===== src/rtl/cpu_pkg.sv =====
// Shared fetch-side constants and state encoding for the 16-bit CPU.
package cpu_pkg;

  localparam int unsigned ADDR_W      = 8;
  localparam int unsigned INSTR_W     = 16;
  localparam int unsigned INSTR_BYTES = 2;
  localparam int unsigned COUNT_W     = 16;

  localparam logic [ADDR_W-1:0]  RESET_PC    = 8'h00;
  localparam logic [INSTR_W-1:0] HALT_OPCODE = 16'h0000;

  typedef enum logic [1:0] {
    IDLE   = 2'd0,
    FETCH  = 2'd1,
    HALTED = 2'd2
  } fetch_state_e;

endpackage


===== src/rtl/fetch_slot.sv =====
// Single-entry valid/ready output register between fetch and decode.
module fetch_slot #(
  parameter int unsigned ADDR_W  = 8,
  parameter int unsigned INSTR_W = 16
) (
  input  logic               clk,
  input  logic               reset_n,
  input  logic               flush,
  input  logic               load,
  input  logic [INSTR_W-1:0] load_instr,
  input  logic [ADDR_W-1:0]  load_pc,
  input  logic               ready,
  output logic [INSTR_W-1:0] instr,
  output logic [ADDR_W-1:0]  instr_pc,
  output logic               instr_valid,
  output logic               free_c,
  output logic               xfer_c
);

  assign free_c = !instr_valid || ready;
  assign xfer_c = instr_valid && ready;

  // Flush beats load; an accepted entry with nothing behind it empties the slot.
  always_ff @(posedge clk or negedge reset_n) begin
    if (!reset_n) begin
      instr       <= '0;
      instr_pc    <= '0;
      instr_valid <= 1'b0;
    end else if (flush) begin
      instr_valid <= 1'b0;
    end else if (load) begin
      instr       <= load_instr;
      instr_pc    <= load_pc;
      instr_valid <= 1'b1;
    end else if (xfer_c) begin
      instr_valid <= 1'b0;
    end
  end

endmodule


===== src/rtl/fetch_controller.sv =====
// Instruction fetch sequencer: owns the PC, fills the decode slot, handles
// branch redirects and parks on HALT until restarted.
module fetch_controller
  import cpu_pkg::*;
#(
  parameter int unsigned         ADDR_W      = cpu_pkg::ADDR_W,
  parameter int unsigned         INSTR_W     = cpu_pkg::INSTR_W,
  parameter logic [ADDR_W-1:0]   RESET_PC    = cpu_pkg::RESET_PC,
  parameter logic [INSTR_W-1:0]  HALT_OPCODE = cpu_pkg::HALT_OPCODE
) (
  input  logic               clk,
  input  logic               reset_n,
  input  logic               start,
  output logic [ADDR_W-1:0]  imem_addr,
  input  logic [INSTR_W-1:0] imem_data,
  output logic [INSTR_W-1:0] instr,
  output logic [ADDR_W-1:0]  instr_pc,
  output logic               instr_valid,
  input  logic               instr_ready,
  input  logic               branch_valid,
  input  logic [ADDR_W-1:0]  branch_target,
  output logic               halted,
  output logic               pc_wrap,
  output logic [COUNT_W-1:0] fetch_count
);

  localparam logic [ADDR_W-1:0]  PC_LAST   = {{(ADDR_W-1){1'b1}}, 1'b0};
  localparam logic [ADDR_W-1:0]  PC_STEP   = ADDR_W'(INSTR_BYTES);
  localparam logic [COUNT_W-1:0] COUNT_MAX = '1;

  fetch_state_e      state, state_next;
  logic [ADDR_W-1:0] pc, pc_next;
  logic [ADDR_W-1:0] branch_pc_c;
  logic              load_c, flush_c, wrap_next;
  logic              slot_free_c, slot_xfer_c;
  logic              unused_c;

  assign imem_addr   = pc;
  assign branch_pc_c = {branch_target[ADDR_W-1:1], 1'b0};
  assign unused_c    = branch_target[0];

  fetch_slot #(
    .ADDR_W  (ADDR_W),
    .INSTR_W (INSTR_W)
  ) u_slot (
    .clk         (clk),
    .reset_n     (reset_n),
    .flush       (flush_c),
    .load        (load_c),
    .load_instr  (imem_data),
    .load_pc     (pc),
    .ready       (instr_ready),
    .instr       (instr),
    .instr_pc    (instr_pc),
    .instr_valid (instr_valid),
    .free_c      (slot_free_c),
    .xfer_c      (slot_xfer_c)
  );

  always_ff @(posedge clk or negedge reset_n) begin
    if (!reset_n) begin
      state   <= IDLE;
      pc      <= RESET_PC;
      halted  <= 1'b0;
      pc_wrap <= 1'b0;
    end else begin
      state   <= state_next;
      pc      <= pc_next;
      halted  <= (state_next == HALTED);
      pc_wrap <= wrap_next;
    end
  end

  // Next state, PC and slot control.
  always_comb begin
    state_next = state;
    pc_next    = pc;
    load_c     = 1'b0;
    flush_c    = 1'b0;
    wrap_next  = 1'b0;
    unique case (state)
      IDLE: begin
        if (branch_valid) pc_next = branch_pc_c;
        if (start)        state_next = FETCH;
      end
      FETCH: begin
        if (branch_valid) begin
          pc_next = branch_pc_c;
          flush_c = 1'b1;
        end else if (slot_free_c) begin
          load_c = 1'b1;
          // HALT is delivered but the PC stays pointing at it.
          if (imem_data == HALT_OPCODE) begin
            state_next = HALTED;
          end else begin
            pc_next   = pc + PC_STEP;
            wrap_next = (pc == PC_LAST);
          end
        end
      end
      HALTED: begin
        if (start) begin
          pc_next    = RESET_PC;
          flush_c    = 1'b1;
          state_next = FETCH;
        end
      end
      default: state_next = IDLE;
    endcase
  end

  // Decode-accepted instruction counter, saturating.
  always_ff @(posedge clk or negedge reset_n) begin
    if (!reset_n) begin
      fetch_count <= '0;
    end else if (slot_xfer_c && fetch_count != COUNT_MAX) begin
      fetch_count <= fetch_count + COUNT_W'(1);
    end
  end

endmodule


===== config.mk =====
export PLATFORM = sky130hd
export DESIGN_NAME = fetch_controller
export DESIGN_NICKNAME = d
export VERILOG_FILES = /design/src/rtl/cpu_pkg.sv /design/src/rtl/fetch_slot.sv /design/src/rtl/fetch_controller.sv
export SDC_FILE = /design/constraint.sdc
export NUM_CORES = 1
export LEC_CHECK = 0
export CELL_PAD_IN_SITES_DETAIL_PLACEMENT = 2
export CELL_PAD_IN_SITES_GLOBAL_PLACEMENT = 2
export CORE_MARGIN = 4
export CORE_UTILIZATION = 29
export DETAILED_ROUTE_END_ITERATION = 8
export MAX_ROUTING_LAYER = met4
export PLACE_DENSITY_LB_ADDON = 0.1
export SYNTH_ARGS = -nofsm -noshare
export SYNTH_HDL_FRONTEND = slang
export SYNTH_SLANG_ARGS = --single-unit

===== constraint.sdc =====
create_clock -name clk -period 2.7 [get_ports clk]
set_input_delay 0.675 -clock clk [delete_from_list [all_inputs] [get_ports clk]]
set_output_delay 0.675 -clock clk [all_outputs]
set_load 0.02 [all_outputs]

# Word level (Yosys, flattened, before mapping)
# Cells that the tools add are included.
[classes]
addsub = 2
muxes = 24
eq_ne = 9
bitwise_logic = 1
n_reduce_logical = 11
[op_table]
columns = ["cell", "n"]
rows = [
  ["two-way mux 8 bit", 5],
  ["case mux 8 bit (3 select lines)", 1],
  ["adder 16 x 1 -> 16 bit, second input constant", 1],
  ["logical NOT 16 bit", 1],
  ["!= test 16 bit, second input constant", 1],
  ["two-way mux 1 bit", 12],
  ["adder 8 x 2 -> 8 bit, second input constant", 1],
  ["equality test 8 bit, second input constant", 1],
  ["two-way mux 2 bit", 4],
  ["!= test 3 bit, second input constant", 2],
  ["nonzero test 3 bit", 2],
  ["AND reduction 5 bit", 1],
  ["equality test 2 bit, second input constant", 2],
  ["!= test 2 bit, second input constant", 2],
  ["case mux 2 bit (2 select lines)", 1],
  ["equality test 2 x 1 -> 1 bit, second input constant", 1],
  ["logical AND 1 bit", 2],
  ["logical NOT 2 bit", 1],
  ["case mux 1 bit (2 select lines)", 1],
  ["AND reduction 2 bit", 1],
  ["OR reduction 2 bit", 1],
  ["logical NOT 1 bit", 1],
  ["logical OR 1 bit", 1],
  ["inverter 1 bit", 1],
]
[totals]
elab_cells = 55
input_bits = 29
output_inout_bits = 51
register_bits = 53

# Longest topological paths before layout
# Gate-level depths: netlist (run 1).
[depth]
word_depth = 7
mapped_depth = 7
ltp_nobuf = 6

# Cells and area by module
# A second synthesis (run 1) with hierarchy kept.
[unflattened]
hier_cells = 222
area_unflattened_um2 = 2687.6
[modules_own_cells]
columns = ["mod", "n_inst", "area_per_inst_um2", "cells_each", "seq_area_each_um2"]
rows = [
  ["fetch_controller", 1, 1630.3, 165, 675.6],
  ["fetch_slot", 1, 1057.3, 57, 625.6],
]

# Worst setup path before layout (run 1)
# No wires, ideal clock.
[synth_timing]
kind = "register -> register"
startpoint = "reg state[0]"
endpoint = "reg u_slot.instr[10]"
required_time_ps = 2575
path_buffers = 2
path_stages_with_launch = 8
arrival_ps = 1770
setup_time_ps = 125
synth_period_minus_slack_ps = 1894
path_slack_ps = 806
cell_sequence = "dfrtp_1 inv_1 ha_1 clkbuf_1 nand3_1 nand2_1 buf_2 mux2_2"
[synth_via]
elab_chain_len = 4
word_cells_on_any_way = 6
cone_classes = "eq/ne (2); mux (2); bitwise (1); reduce/logical (1)"
[synth_lines]
columns = ["item", "line", "source"]
rows = [
  ["start, declared", "fetch_controller.sv:31", "fetch_state_e state, state_next;"],
  ["start signal, assigned", "fetch_controller.sv:67", "state <= state_next;"],
  ["equality test 2 bit / equality test 2 x 1 -> 1 bit (equally long branches)", "fetch_controller.sv:81", "unique case (state)"],
  ["case mux 1 bit (2 select lines)", "fetch_controller.sv:81", ""],
  ["inverter 1 bit (no line)", "n/a", ""],
  ["AND reduction 2 bit (no line) *", "n/a", ""],
  ["end signal, assigned", "fetch_slot.sv:32", "instr <= load_instr;"],
  ["end, declared", "fetch_slot.sv:13", "output logic [INSTR_W-1:0] instr,"],
]
# Every way passes the cells marked *; elsewhere a longest branch is shown, timed or not.
# A chain may end at the register's enable or synchronous reset.

# Worst setup path after layout (run 1)
[layout_timing]
startpoint = "in imem_data[13]"
endpoint = "reg halted"
[layout_via]
elab_chain_len = 6
[layout_lines]
columns = ["item", "line", "source"]
rows = [
  ["start, declared", "fetch_controller.sv:15", "input logic [INSTR_W-1:0] imem_data,"],
  ["logical NOT 16 bit", "fetch_controller.sv:93", "if (imem_data == HALT_OPCODE) begin"],
  ["two-way mux 2 bit", "fetch_controller.sv:93", ""],
  ["two-way mux 2 bit", "fetch_controller.sv:90", "end else if (slot_free_c) begin"],
  ["two-way mux 2 bit", "fetch_controller.sv:87", "if (branch_valid) begin"],
  ["case mux 2 bit (2 select lines)", "fetch_controller.sv:81", ""],
  ["equality test 2 bit", "fetch_controller.sv:69", "halted <= (state_next == HALTED);"],
  ["end signal, assigned", "fetch_controller.sv:69", ""],
  ["end, declared", "fetch_controller.sv:22", "output logic halted,"],
]
# No other way between the ends.

==> metrics.txt, run 1 <==
fin area 3525 um^2; EDFF count, synth 0; Avg Cell Area, Syn 11.68 um^2; Max Freq 433.4 MHz; CTS max path bufs 2; Yosys top cell area share 51.05%; Crit path arrival time 2.49 ns; cell taking the most area after synthesis dfrtp_1; Row Count 33; commonest non-fill, non-tap cell in the layout clkdlybuf4s50_1; core area 8299 um^2; nets@finish ~340; CP max FO 7; Vias per Instance between 5 and 6; Vias about 2100; RSZ-0062 raised after global routing false; DIE HEIGHT 100.8 um; Power Dens Cells around 1000 nW/um^2; ys async rst share 100.0%; dpl cell area 3430 um^2; CP Launch Type primary input; final setup vio count 0; Final period util a little under nine tenths; drc violations 0; pre-CTS WS -0.02690 ns; Final TNS setup 0 ns; CTS resizes 0; vias in the first global route roughly 2200; Least-Margin Pin Slew 0.6678 ns; placed insts 398; # hold bufs at CTS 0; Synth-to-Final Area Change 40.99%; dpl hpwl 5492 um; final WL 7192 um; Initial Util about 30%; worst setup path class primary input to register; Layout Cells excl Fill a little over 400; TritonCTS buffer count 5; final worst slack 0.3927 ns; Leak about 0.0015 uW; die footprint 10170 um^2; clock sinks 51; hold crit path type primary input to async pin; Slew HR 55.48%; GR Overflow Total 0; initial antenna violation count 0; peak ir drop on the vdd network 0.3378 mV; Yosys cell types 50; clk_skew ~0.013 ns; Gate Count Post-Synth ~210; largest net degree at the start of global routing 31; Slew Limit Fails 0; antenna cell count 0; H-tree levels 2; drt initial violations 34; warnings from Yosys 0; top_reg_cell synth dfrtp_1; max cap viols 0; Synth Cell Area ~2500 um^2; final period demand of the worst path roughly 2.3 ns; Area contributors post-synth dfrtp_1, mux2_2, xnor2_1; Req. time, crit path about 2.9 ns; drt pass-1 iters 4; gr usage total 15.30%; sequential area share after synthesis about half; Clock Latency Late Sink just over 0.3 ns; crit-path max cell delay 0.43 ns; commonest cells after routing, fill and taps aside clkdlybuf4s50_1, dfrtp_1, mux2_2; first-pass GRT wire length 11940 um; postcts setup bufs 0; post-layout util between 40% and 50%; CTS clk-pin slew, worst paths approximately 0.10 ns; share of layout cells above drive strength 1 17.94%; placer's final routability congestion estimate 0.7749; CP endpoint kind register; ANT nets after route 0; status complete, no violations; IO Pins 80; CTS root buf clkbuf_8; Final Hold Fails 0; crit path cell chain clkdlybuf4s50_1 -> nor4_1 -> and4_1 -> a211oi_1 -> a2111oi_1; CP max-delay cell clkdlybuf4s50_1; Die W about 100 um; FF+latch count, synth 51; IO Port Bufs 76; wire per inst 17.71 um; CTS tree done
==> synth_stat cells, drive strengths merged, types with 2 or more instances <==
cell type	count
and3	4
xnor2	9
o21ai	6
ha	6
o21a	2
nand3	10
mux2	26
o22ai	3
and4	2
dfrtp	51
buf	6
o311ai	2
nand4	7
o211ai	2
nor3	5
a21oi	7
nor3b	2
nand2	11
nor2	10
inv	5
xor2	6
a211oi	4
nor4	8
nand2b	3
==> state kept, by name (all words and copies together), names as in the netlist <==
signal,cells
pc_wrap,1
state,2
imem_addr,7
u_slot.instr,16
halted,1
u_slot.instr_valid,1
fetch_count,16
u_slot.instr_pc,7
==> kinds of logic after synthesis <==
family / after synthesis / share of synthesized area, %
muxes: 26 / 11.86
adders and majority gates: 6 / 3.003
AOI/OAI and AO/OA: 33 / 9.010
buffers and inverters: 12 / 2.402
and+or+nand+nor: 70 / 17.27
other: 1 / 0.1500
xor gates and xnor gates: 15 / 5.255
DFF: 51 / 51.05
==> final cells by class <==
type | count | area [um^2]
fill | 914 | 4775
clock buffer | 7 | 86.33
multi-input combinational | 152 | 1167
inverter | 5 | 18.77
tap | 105 | 131.4
sequential | 51 | 1276
timing repair buffer | 85 | 835.8
clock inverter | 1 | 8.758
==> worst max-delay path, delay by kind of cell <==
kind	cells	cell delay [ns]
AOI/OAI and AO/OA	2	0.55
buffers and inverters	1	0.43
and+or+nand+nor	2	0.82
==> layer usage <==
layer	vias up	part of all wire, %	global-route usage (%)
li1	950	-	-
met1	1043	46	20.23
met2	54	48	24.10
met3	8	4.2	2.630
met4	0	1.5	4.456
met5	-	0	-
==> stage by stage <==
stage	hold slack, ns	power, uW
final	0.3797	3516
after global routing	0.4328	3757
after CTS	0.4001	3578
after detailed placement	0.4920	3078
after global placement	0.4871	3038
after floorplan	0.3794	2196
==> worst paths after layout <==
| check | to | slack (ns) | cells after the start | from |
|---|---|---|---|---|
| max reg2reg | u_slot.instr[2] | 0.76 | 6 | state[0] |
| min reg2reg | fetch_count[7] | 0.52 | 1 | fetch_count[7] |
| max | halted | 0.39 | 5 | imem_data[13] |
| max in group asynchronous | fetch_count[14] | 1.64 | 2 | reset_n |
| min | u_slot.instr[14] | 0.38 | 1 | reset_n |
| min in group clk | fetch_count[7] | 0.52 | 1 | fetch_count[7] |
==> where the power goes <==
part,leakage [uW],switching [uW],internal (uW)
combinational,0.000773,859,893
clock,0.0000484,274,211
sequential,0.000641,241,1040
total,0.00146,1370,2140
Power figures use the tool's default switching activity.
==> inputs of run 2 (changes only) <==
--- a/config.mk
+++ b/config.mk
@@ -8,7 +8,7 @@
 export CELL_PAD_IN_SITES_DETAIL_PLACEMENT = 2
 export CELL_PAD_IN_SITES_GLOBAL_PLACEMENT = 2
 export CORE_MARGIN = 4
-export CORE_UTILIZATION = 29
+export CORE_UTILIZATION = 31
 export DETAILED_ROUTE_END_ITERATION = 8
 export MAX_ROUTING_LAYER = met4
 export PLACE_DENSITY_LB_ADDON = 0.1
==> constraint.sdc (replaced) <==
create_clock -name clk -period 2.9 [get_ports clk]
set_input_delay 0.725 -clock clk [delete_from_list [all_inputs] [get_ports clk]]
set_output_delay 0.725 -clock clk [all_outputs]
set_load 0.02 [all_outputs]
==> run 2 against run 1 <==
  * Count of clock-buffer cells in the layout down 2
  * Via count shrank 2.4%
  * Critical path depth unchanged
  * Sequential cell count stayed put
==> metrics.txt, run 2 (same netlist as run 1, synthesis figures left out) <==
ANT nets after route 0 (unchanged); Leak 0.001462 uW (about the same); Power Dens Cells 938.1 nW/um^2 (-6.0%); switching share of power 38.03% (-1.1 points); gr usage total 15.18% (-0.12 points); clock sinks 51 (unchanged); hold crit path type register to register; Clk network pwr share 15.3% (+1.5 points); antenna cell count 0 (unchanged); Max Freq 431.6 MHz; commonest non-fill, non-tap cell in the layout clkdlybuf4s50_1; die footprint 9565 um^2 (-5.9%); IO Pins 80 (unchanged); clk_skew 0.006737 ns (-0.006616 ns); first-pass GRT wire length 11480 um (-3.9%); Initial Util 32.18% (+2.1 points); share of layout cells above drive strength 1 17.73% (-0.21 points); CTS resizes 0 (unchanged); Row Count 32 (-3.0%); drc violations 0 (unchanged); commonest cells after routing, fill and taps aside clkdlybuf4s50_1, dfrtp_1, mux2_2; Slew Limit Fails 0 (unchanged); final WL 6890 um (-4.2%); wire per inst 17.18 um (-3.0%); max cap viols 0 (unchanged); drt initial violations 34 (unchanged); status complete, no violations; met1 Usage GRT 19.69% (-0.55 points); Logic pwr share 48.6% (-1.2 points); Layout Cells excl Fill 401 (-1.2%); largest net degree at the start of global routing 52 (+68%); fill count 840 (-8.1%); vias in the first global route 2144 (-3.8%); worst setup path class primary input to register; CTS tree done; Largest regs fetch_count: 16 flops, u_slot.instr: 16 flops; final setup vio count 0 (unchanged); Slew HR 55.70% (+0.22 points); IO Port Bufs 76 (unchanged); TritonCTS buffer count 5 (unchanged); switching power total 1257 uW (-8.5%); Vias per Instance 5.000 (-1.2%); dpl hpwl 5197 um (-5.4%); Req. time, crit path 3.10 ns (+0.22 ns); H-tree levels 2 (unchanged); initial antenna violation count 0 (unchanged); dpl cell area 3411 um^2 (-0.55%); CTS max path bufs 2 (unchanged); RSZ-0062 raised after global routing false; # hold bufs at CTS 0 (unchanged); CTS clk-pin slew, worst paths 0.10 ns (about the same); Die W 97.80 um (-3.0%); CP endpoint kind register; final period demand of the worst path 2.317 ns; GR peak layer met2; DIE HEIGHT 97.80 um (-3.0%); Crit path arrival time 2.51 ns (+0.02 ns); placer's final routability congestion estimate 0.7433 (-4.1%); CTS root buf clkbuf_8; CP max FO 7 (unchanged); fin area 3523 um^2 (about the same); Vias 2005 (-2.4%); drt pass-1 iters 4 (unchanged); core area 7767 um^2 (-6.4%); Synth-to-Final Area Change 40.94% (about the same); Least-Margin Pin Slew 0.6645 ns (-0.003253 ns); Pint 2048 uW (-4.4%); peak ir drop on the vdd network 0.4290 mV (+27%); sequential fraction of design power 36.1% (-0.3 points); Clock Latency Late Sink 0.31 ns (about the same); Final period util 79.89%; GR Overflow Total 0 (unchanged); global routing usage on met3 3.143% (+0.51 points); placed insts 393 (-1.3%); met2 Resource Use GR 24.57% (+0.46 points); Final Hold Fails 0 (unchanged); nets@finish 333 (-0.60%); postcts setup bufs 0 (unchanged); Final TNS setup 0 ns (unchanged); CP Launch Type primary input
==> run 2: cell types whose count changed in the layout (fill, tap and decap cells not counted) <==
| cell | delta |
|---|---|
| clkbuf_8 | -1 |
| buf_4 | -2 |
| clkbuf_1 | -1 |
| bufinv_16 | +1 |
| clkinv_2 | +1 |
==> run 2: worst paths after layout <==
path	depth (start not counted)	slack, ns	startpoint	to
max	5	0.58	imem_data[13]	imem_addr[2]
min	1	0.51	fetch_count[7]	fetch_count[7]
max reg2reg	6	0.96	state[0]	u_slot.instr[7]
min reg2reg	1	0.51	fetch_count[7]	fetch_count[7]
max in group asynchronous	2	1.93	reset_n	halted
min in group asynchronous	2	0.52	reset_n	u_slot.instr[8]
==> run 2: layout make-up <==
type | count | area, um^2 | area share (%)
Clock buffer | 5 | 68.82 | 1.953
Tap cell | 102 | 127.6 | 3.622
Multi-Input combinational cell | 152 | 1167 | 33.13
Clock inverter | 3 | 43.79 | 1.243
Inverter | 5 | 18.77 | 0.5327
Sequential cell | 51 | 1276 | 36.22
Timing Repair Buffer | 83 | 820.8 | 23.30
==> run 2: power groups by stage <==
stage                     Sequential [uW]  Clock [uW]  Combinational [uW]
after floorplan                      1470           0                 575
after global placement               1190           0                1600
after detailed placement             1210           0                1630
after CTS                            1200         529                1640
after global routing                 1250         561                1720
final                                1190         506                1610
==> run 2: per-layer routing <==
| metal | routed length (um) | up-vias |
|---|---|---|
| li1 | - | 957 |
| met1 | 3183 | 994 |
| met2 | 3394 | 50 |
| met3 | 247 | 4 |
| met4 | 64 | 0 |
| met5 | 0 | - |
==> run 2: through the flow <==
stage / util, % / setup slack, ns / hold slack [ns] / power, uW
2_1_floorplan: - / 0.9785 / 0.4294 / 2045
3_3_place_gp: 43.91 / 0.2319 / 0.4866 / 2796
3_5_place_dp: 43.91 / 0.1855 / 0.4876 / 2839
4_1_cts: 45.36 / 0.5051 / 0.5103 / 3364
5_1_grt: 45.36 / 0.4498 / 0.5358 / 3527
6_report: 45.36 / 0.5831 / 0.5072 / 3305
==> run 2: worst max-delay path, stage by stage <==
cell	delay (ns)
clkdlybuf4s50_1	0.43
nor4_1	0.35
and4_1	0.42
o21a_2	0.24
mux2_2	0.34
